## config.mk

```make
export PLATFORM = sky130hd
export DESIGN_NAME = branch_ctrl
export DESIGN_NICKNAME = d
export VERILOG_FILES = /design/src/rtl/branch_pkg.sv /design/src/rtl/branch_ctrl_br_decode.sv /design/src/rtl/branch_ctrl.sv
export SDC_FILE = /design/constraint.sdc
export NUM_CORES = 1
export LEC_CHECK = 0
export BUFFER_PORTS_ARGS = -buffer_cell sky130_fd_sc_hd__buf_2
export CAP_MARGIN = 20
export CORE_MARGIN = 3
export CORE_UTILIZATION = 53
export DETAILED_ROUTE_END_ITERATION = 10
export PLACE_DENSITY = 0.81
export SLEW_MARGIN = 20
export SYNTH_ARGS = -nofsm -noshare
export SYNTH_HDL_FRONTEND = slang
export SYNTH_HIERARCHICAL = 1
export SYNTH_SLANG_ARGS = --single-unit
```

## constraint.sdc

```tcl
create_clock -name clk -period 6.05 [get_ports clk]
set_input_delay 1.5125 -clock clk [delete_from_list [all_inputs] [get_ports clk]]
set_output_delay 1.5125 -clock clk [all_outputs]
set_load 0.03 [all_outputs]
```

## src/rtl/branch_pkg.sv

```systemverilog
// Shared constants for the EX-stage branch resolution controller: comparator
// encodings, RISC-V branch funct3 values, FSM state type and small helpers.
package branch_pkg;

    localparam logic [2:0] BR_EQ   = 3'b000;
    localparam logic [2:0] BR_NE   = 3'b001;
    localparam logic [2:0] BR_LT   = 3'b010;
    localparam logic [2:0] BR_GE   = 3'b011;
    localparam logic [2:0] BR_LTU  = 3'b100;
    localparam logic [2:0] BR_GEU  = 3'b101;
    localparam logic [2:0] BR_NONE = 3'b111;

    localparam logic [2:0] F3_BEQ  = 3'b000;
    localparam logic [2:0] F3_BNE  = 3'b001;
    localparam logic [2:0] F3_BLT  = 3'b100;
    localparam logic [2:0] F3_BGE  = 3'b101;
    localparam logic [2:0] F3_BLTU = 3'b110;
    localparam logic [2:0] F3_BGEU = 3'b111;

    typedef enum logic [0:0] {
        RUN   = 1'b0,
        FLUSH = 1'b1
    } state_e;

    // A redirect target must be word aligned; low two bits flag a fault.
    function automatic logic target_misaligned(input logic [31:0] target);
        return (target[1:0] != 2'b00);
    endfunction

endpackage

```

## src/rtl/branch_ctrl_br_decode.sv

```systemverilog
// Combinational funct3 -> comparator operation map, shared with decode logic.
module br_decode
    import branch_pkg::*;
(
    input  logic [2:0] funct3,
    output logic [2:0] br_type
);

    // Unused funct3 codes select an operation the comparator never takes.
    always_comb begin
        br_type = BR_NONE;
        case (funct3)
            F3_BEQ:  br_type = BR_EQ;
            F3_BNE:  br_type = BR_NE;
            F3_BLT:  br_type = BR_LT;
            F3_BGE:  br_type = BR_GE;
            F3_BLTU: br_type = BR_LTU;
            F3_BGEU: br_type = BR_GEU;
            default: br_type = BR_NONE;
        endcase
    end

endmodule

```

## src/rtl/branch_ctrl.sv

```systemverilog
// EX-stage branch resolution: qualifies comparator result, issues a registered
// PC redirect, squashes IF/ID for a fixed window and keeps branch statistics.
module branch_ctrl
    import branch_pkg::*;
#(
    parameter int FLUSH_CYCLES = 2,
    parameter int CNT_W        = 16
) (
    input  logic             clk,
    input  logic             rst_n,
    input  logic             valid_ex,
    input  logic             is_branch,
    input  logic             is_jump,
    input  logic [2:0]       funct3,
    input  logic             br_taken,
    input  logic             stall,
    input  logic [31:0]      br_target,
    output logic [2:0]       br_type,
    output logic             pc_sel,
    output logic [31:0]      redirect_pc,
    output logic             flush,
    output logic             misalign,
    output logic [CNT_W-1:0] branch_cnt,
    output logic [CNT_W-1:0] taken_cnt
);

    localparam logic [2:0]       FLUSH_LOAD = FLUSH_CYCLES[2:0];
    localparam logic [2:0]       FCNT_ONE   = 3'd1;
    localparam logic [CNT_W-1:0] CNT_MAX    = {CNT_W{1'b1}};
    localparam logic [CNT_W-1:0] CNT_ONE    = {{(CNT_W-1){1'b0}}, 1'b1};

    state_e            state_r;
    logic [2:0]        flush_cnt_r;
    logic              pc_sel_r;
    logic [31:0]       redirect_pc_r;
    logic              flush_r;
    logic              misalign_r;
    logic [CNT_W-1:0]  branch_cnt_r;
    logic [CNT_W-1:0]  taken_cnt_r;
    logic              resolve_s;
    logic              take_s;
    logic              count_branch_s;

    br_decode u_br_decode (
        .funct3  (funct3),
        .br_type (br_type)
    );

    // A jump that is also flagged as a branch is treated purely as a jump.
    assign resolve_s      = valid_ex & ~stall & (state_r == RUN) & (is_branch | is_jump);
    assign take_s         = resolve_s & (is_jump | (is_branch & br_taken));
    assign count_branch_s = resolve_s & is_branch & ~is_jump;

    // Redirect/squash FSM: one pc_sel cycle, flush held until the window drains.
    always_ff @(posedge clk) begin
        if (!rst_n) begin
            state_r       <= RUN;
            flush_cnt_r   <= 3'd0;
            pc_sel_r      <= 1'b0;
            redirect_pc_r <= 32'h0000_0000;
            flush_r       <= 1'b0;
            misalign_r    <= 1'b0;
        end else begin
            case (state_r)
                RUN: begin
                    if (take_s) begin
                        state_r       <= FLUSH;
                        flush_cnt_r   <= FLUSH_LOAD;
                        pc_sel_r      <= 1'b1;
                        redirect_pc_r <= br_target;
                        flush_r       <= 1'b1;
                        misalign_r    <= target_misaligned(br_target);
                    end else begin
                        pc_sel_r      <= 1'b0;
                        flush_r       <= 1'b0;
                        misalign_r    <= 1'b0;
                    end
                end
                FLUSH: begin
                    pc_sel_r   <= 1'b0;
                    misalign_r <= 1'b0;
                    if (!stall) begin
                        if (flush_cnt_r <= FCNT_ONE) begin
                            state_r     <= RUN;
                            flush_cnt_r <= 3'd0;
                            flush_r     <= 1'b0;
                        end else begin
                            flush_cnt_r <= flush_cnt_r - FCNT_ONE;
                        end
                    end
                end
                default: begin
                    state_r     <= RUN;
                    flush_cnt_r <= 3'd0;
                    pc_sel_r    <= 1'b0;
                    flush_r     <= 1'b0;
                    misalign_r  <= 1'b0;
                end
            endcase
        end
    end

    // Saturating statistics; only resolved instructions are counted.
    always_ff @(posedge clk) begin
        if (!rst_n) begin
            branch_cnt_r <= {CNT_W{1'b0}};
            taken_cnt_r  <= {CNT_W{1'b0}};
        end else begin
            if (count_branch_s && (branch_cnt_r != CNT_MAX)) begin
                branch_cnt_r <= branch_cnt_r + CNT_ONE;
            end
            if (take_s && (taken_cnt_r != CNT_MAX)) begin
                taken_cnt_r <= taken_cnt_r + CNT_ONE;
            end
        end
    end

    assign pc_sel      = pc_sel_r;
    assign redirect_pc = redirect_pc_r;
    assign flush       = flush_r;
    assign misalign    = misalign_r;
    assign branch_cnt  = branch_cnt_r;
    assign taken_cnt   = taken_cnt_r;

endmodule

```

==> metrics.cfg <==
[status]
status=finished clean

[timing]
rsz0062_at_grt=no
fin_skew_ps=9.395
fin_tns_setup_ps=0
slew_headroom_pct=40.65
setup_violations=0
worst_pin_slew_ps=879.0
fin_hold_ws_ps=454.8
hold_viol=0
period_needed_ps=3498
max_freq_ghz=0.2859
slew_violations=0
fin_crit_sh_pct=57.82

[critical_path]
cpMostUsedCell=buf_2
cp-end-kind=output pin
timing.rr.start=state_r
critical_path_buf_inv_count=2
cpMaxStageDelayCell=buf_2
start_kind=input pin
r2r_end=taken_cnt[6]
cp_top_family=buffers and inverters
critPathArrivalTime_ps=1990
worstPathCellList=buf_2 > xor2_1 > buf_2
cp_max_fo=3
cp.required_ps=4540
cpPeakStageDelay_ps=210
reg2regPathDepth=4
reg2reg_slack_ps=3690
path_class=in2out

[floorplanning]
dieWidth_um=82.27
core.rowCount=27
dieArea_um2=6768
die_y_um=82.27
io_pins=112
initial_utilization_pct=55.31
core-area_um2=5574

[cells_and_area]
layout.cells.most_common_list=111 x buf_2, 82 x nand2_1, 71 x dfxtp_1
stdcell_area_um2=3921
nNetsFinal=528
antenna_cells=0
drive_above_1_share_pct=28.75
finalNonFillerCells=559
final_common_cell=buf_2
area.growth.synth_to_final_pct=27.19

[clock_tree]
hold_buffers=0
post_cts_buffers=0
cts_made_buffers=9
cts_tree=done
clock_latency_ps=340
clockBufferDepth=2
clk_pin_slew_worst_paths_ps=70
cts-root-buf=clkbuf_8
ctsResizeCount=0
cts_sinks=71
htree_levels=3

[synth]
synth_top_area_cell=dfxtp_1
synthesis.nets=423
yosysUniqueCellTypes=39
syn_area_um2=3083
synth_area_per_cell_um2=8.178
synth_cells=377
yosysWarnings=6
synth_top_area_share_pct=46.10
synth_seq_area_share_pct=46.10
synthTopCellsByArea=dfxtp_1 46%, nand2_1 10%, a21oi_1 9.6%
synth-seq-cells=71

[power]
cellLeakagePower_nw=1.606
ir_worst_vdd_uv=211.2
p_per_area_nw_per_um2=255.4

[global_route]
gr-usage-all-layers_pct=21.32
antenna_found_initial=0
grt_pass1_vias=2538
grt_max_degree=50
grt_first_pass_wirelength_um=11400
overflow=0

[placement]
dpl.cell_count=543
io_buffer_count=111
gp_congestion=0.7844
dp_hpwl_um=5272
placed_area_um2=3690

[routing]
vias=3131
drc=0
post_drt_via_cell_ratio=5.601
ant_nets=0
first_pass_iters=5
routed_wl_um=7434
wl_per_cell_um=13.30
dr.first_iter.drc_count=179

[worst_hold_path]
hold_path_depth=2
hp-class=reg2reg
min_from=redirect_pc[1]
holdPathEnd=redirect_pc[1]

[flow_run]
maxCapViolations=0

worst max-delay path by stage:
stage,start,end,slack [ps],cells past startpoint
final,funct3[1],br_type[1],2550,3
after global routing,funct3[1],br_type[1],2470,3
after CTS,funct3[1],br_type[1],2540,3
after detailed placement,stall,taken_cnt[6],2470,5
after global placement,stall,taken_cnt[6],2510,5
after floorplan,funct3[1],br_type[1],2540,1
final cells by class:
class	count	area (um^2)
fill	477	1653
multi-input combinational	278	1567
sequential	71	1421
timing repair buffer	115	585.6
clock buffer	10	137.6
clock inverter	6	93.84
tap	72	90.09
inverter	7	26.28
synthesized netlist by cell type:
cell	instances
or2_2	3
inv_1	6
nor2_1	6
o311ai_0	2
nor3b_1	2
or4_1	17
nand2_1	82
ha_1	4
a21oi_1	59
and2_1	1
nand3_1	14
o21bai_1	2
nand3b_1	1
and4_1	4
and4b_1	1
o21ba_2	1
nand2b_1	8
or3b_1	1
mux2i_1	5
clkbuf_2	1
nor2b_1	2
a31oi_1	1
or3b_2	1
clkinv_1	1
and3_1	2
or3_1	6
clkbuf_1	20
a21o_1	1
o21ai_0	9
dfxtp_1	71
mux2_2	1
o21a_1	1
nor3_1	4
xor2_1	1
o41ai_1	2
o311a_1	3
nand4_1	10
nor4_1	6
o31ai_1	15
report_power, final:
part | internal (mW) | switching (mW) | leakage, nW
clock network | 0.246 | 0.183 | 0.113
logic | 0.0297 | 0.0588 | 0.919
registers | 0.478 | 0.00632 | 0.575
total | 0.753 | 0.248 | 1.61
flip-flops by register name, indices dropped and copies added, names as in the netlist:
register	count
branch_cnt	16
flush	1
flush_cnt_r	3
misalign	1
pc_sel	1
redirect_pc	32
state_r	1
taken_cnt	16
metal layers:
layer,vias to the layer above,wire [um],track usage (%)
li1,1571,-,-
met1,1447,3055,26.82
met2,106,3817,36.30
met3,7,483,3.688
met4,0,78,7.973
met5,-,0,0
per-stage QoR:
step | util [%] | power [mW] | setup WS, ps
after floorplan | - | 0.5505 | 2537
after global placement | 66.06 | 0.5820 | 2506
after detailed placement | 66.20 | 0.5843 | 2469
after CTS | 70.35 | 1.010 | 2536
after global routing | 70.35 | 1.039 | 2470
final | 70.35 | 1.001 | 2552
cell families (layout without fill, tap and decap cells):
kind of cell,Yosys count,after routing,synth area share [%]
muxes,6,6,1.989
DFF,71,71,46.10
AOI/OAI and AO/OA,96,96,18.30
and+or+nand+nor,171,171,28.25
xor gates and xnor gates,1,1,0.2841
buffers and inverters,28,138,3.449
adders and majority gates,4,4,1.623
worst min-delay path, delay by kind of cell (launching register included):
family             cells  cell delay (ps)
DFF                    1              310
and+or+nand+nor        1               50
AOI/OAI and AO/OA      1               50
Power figures use the tool's default switching activity.
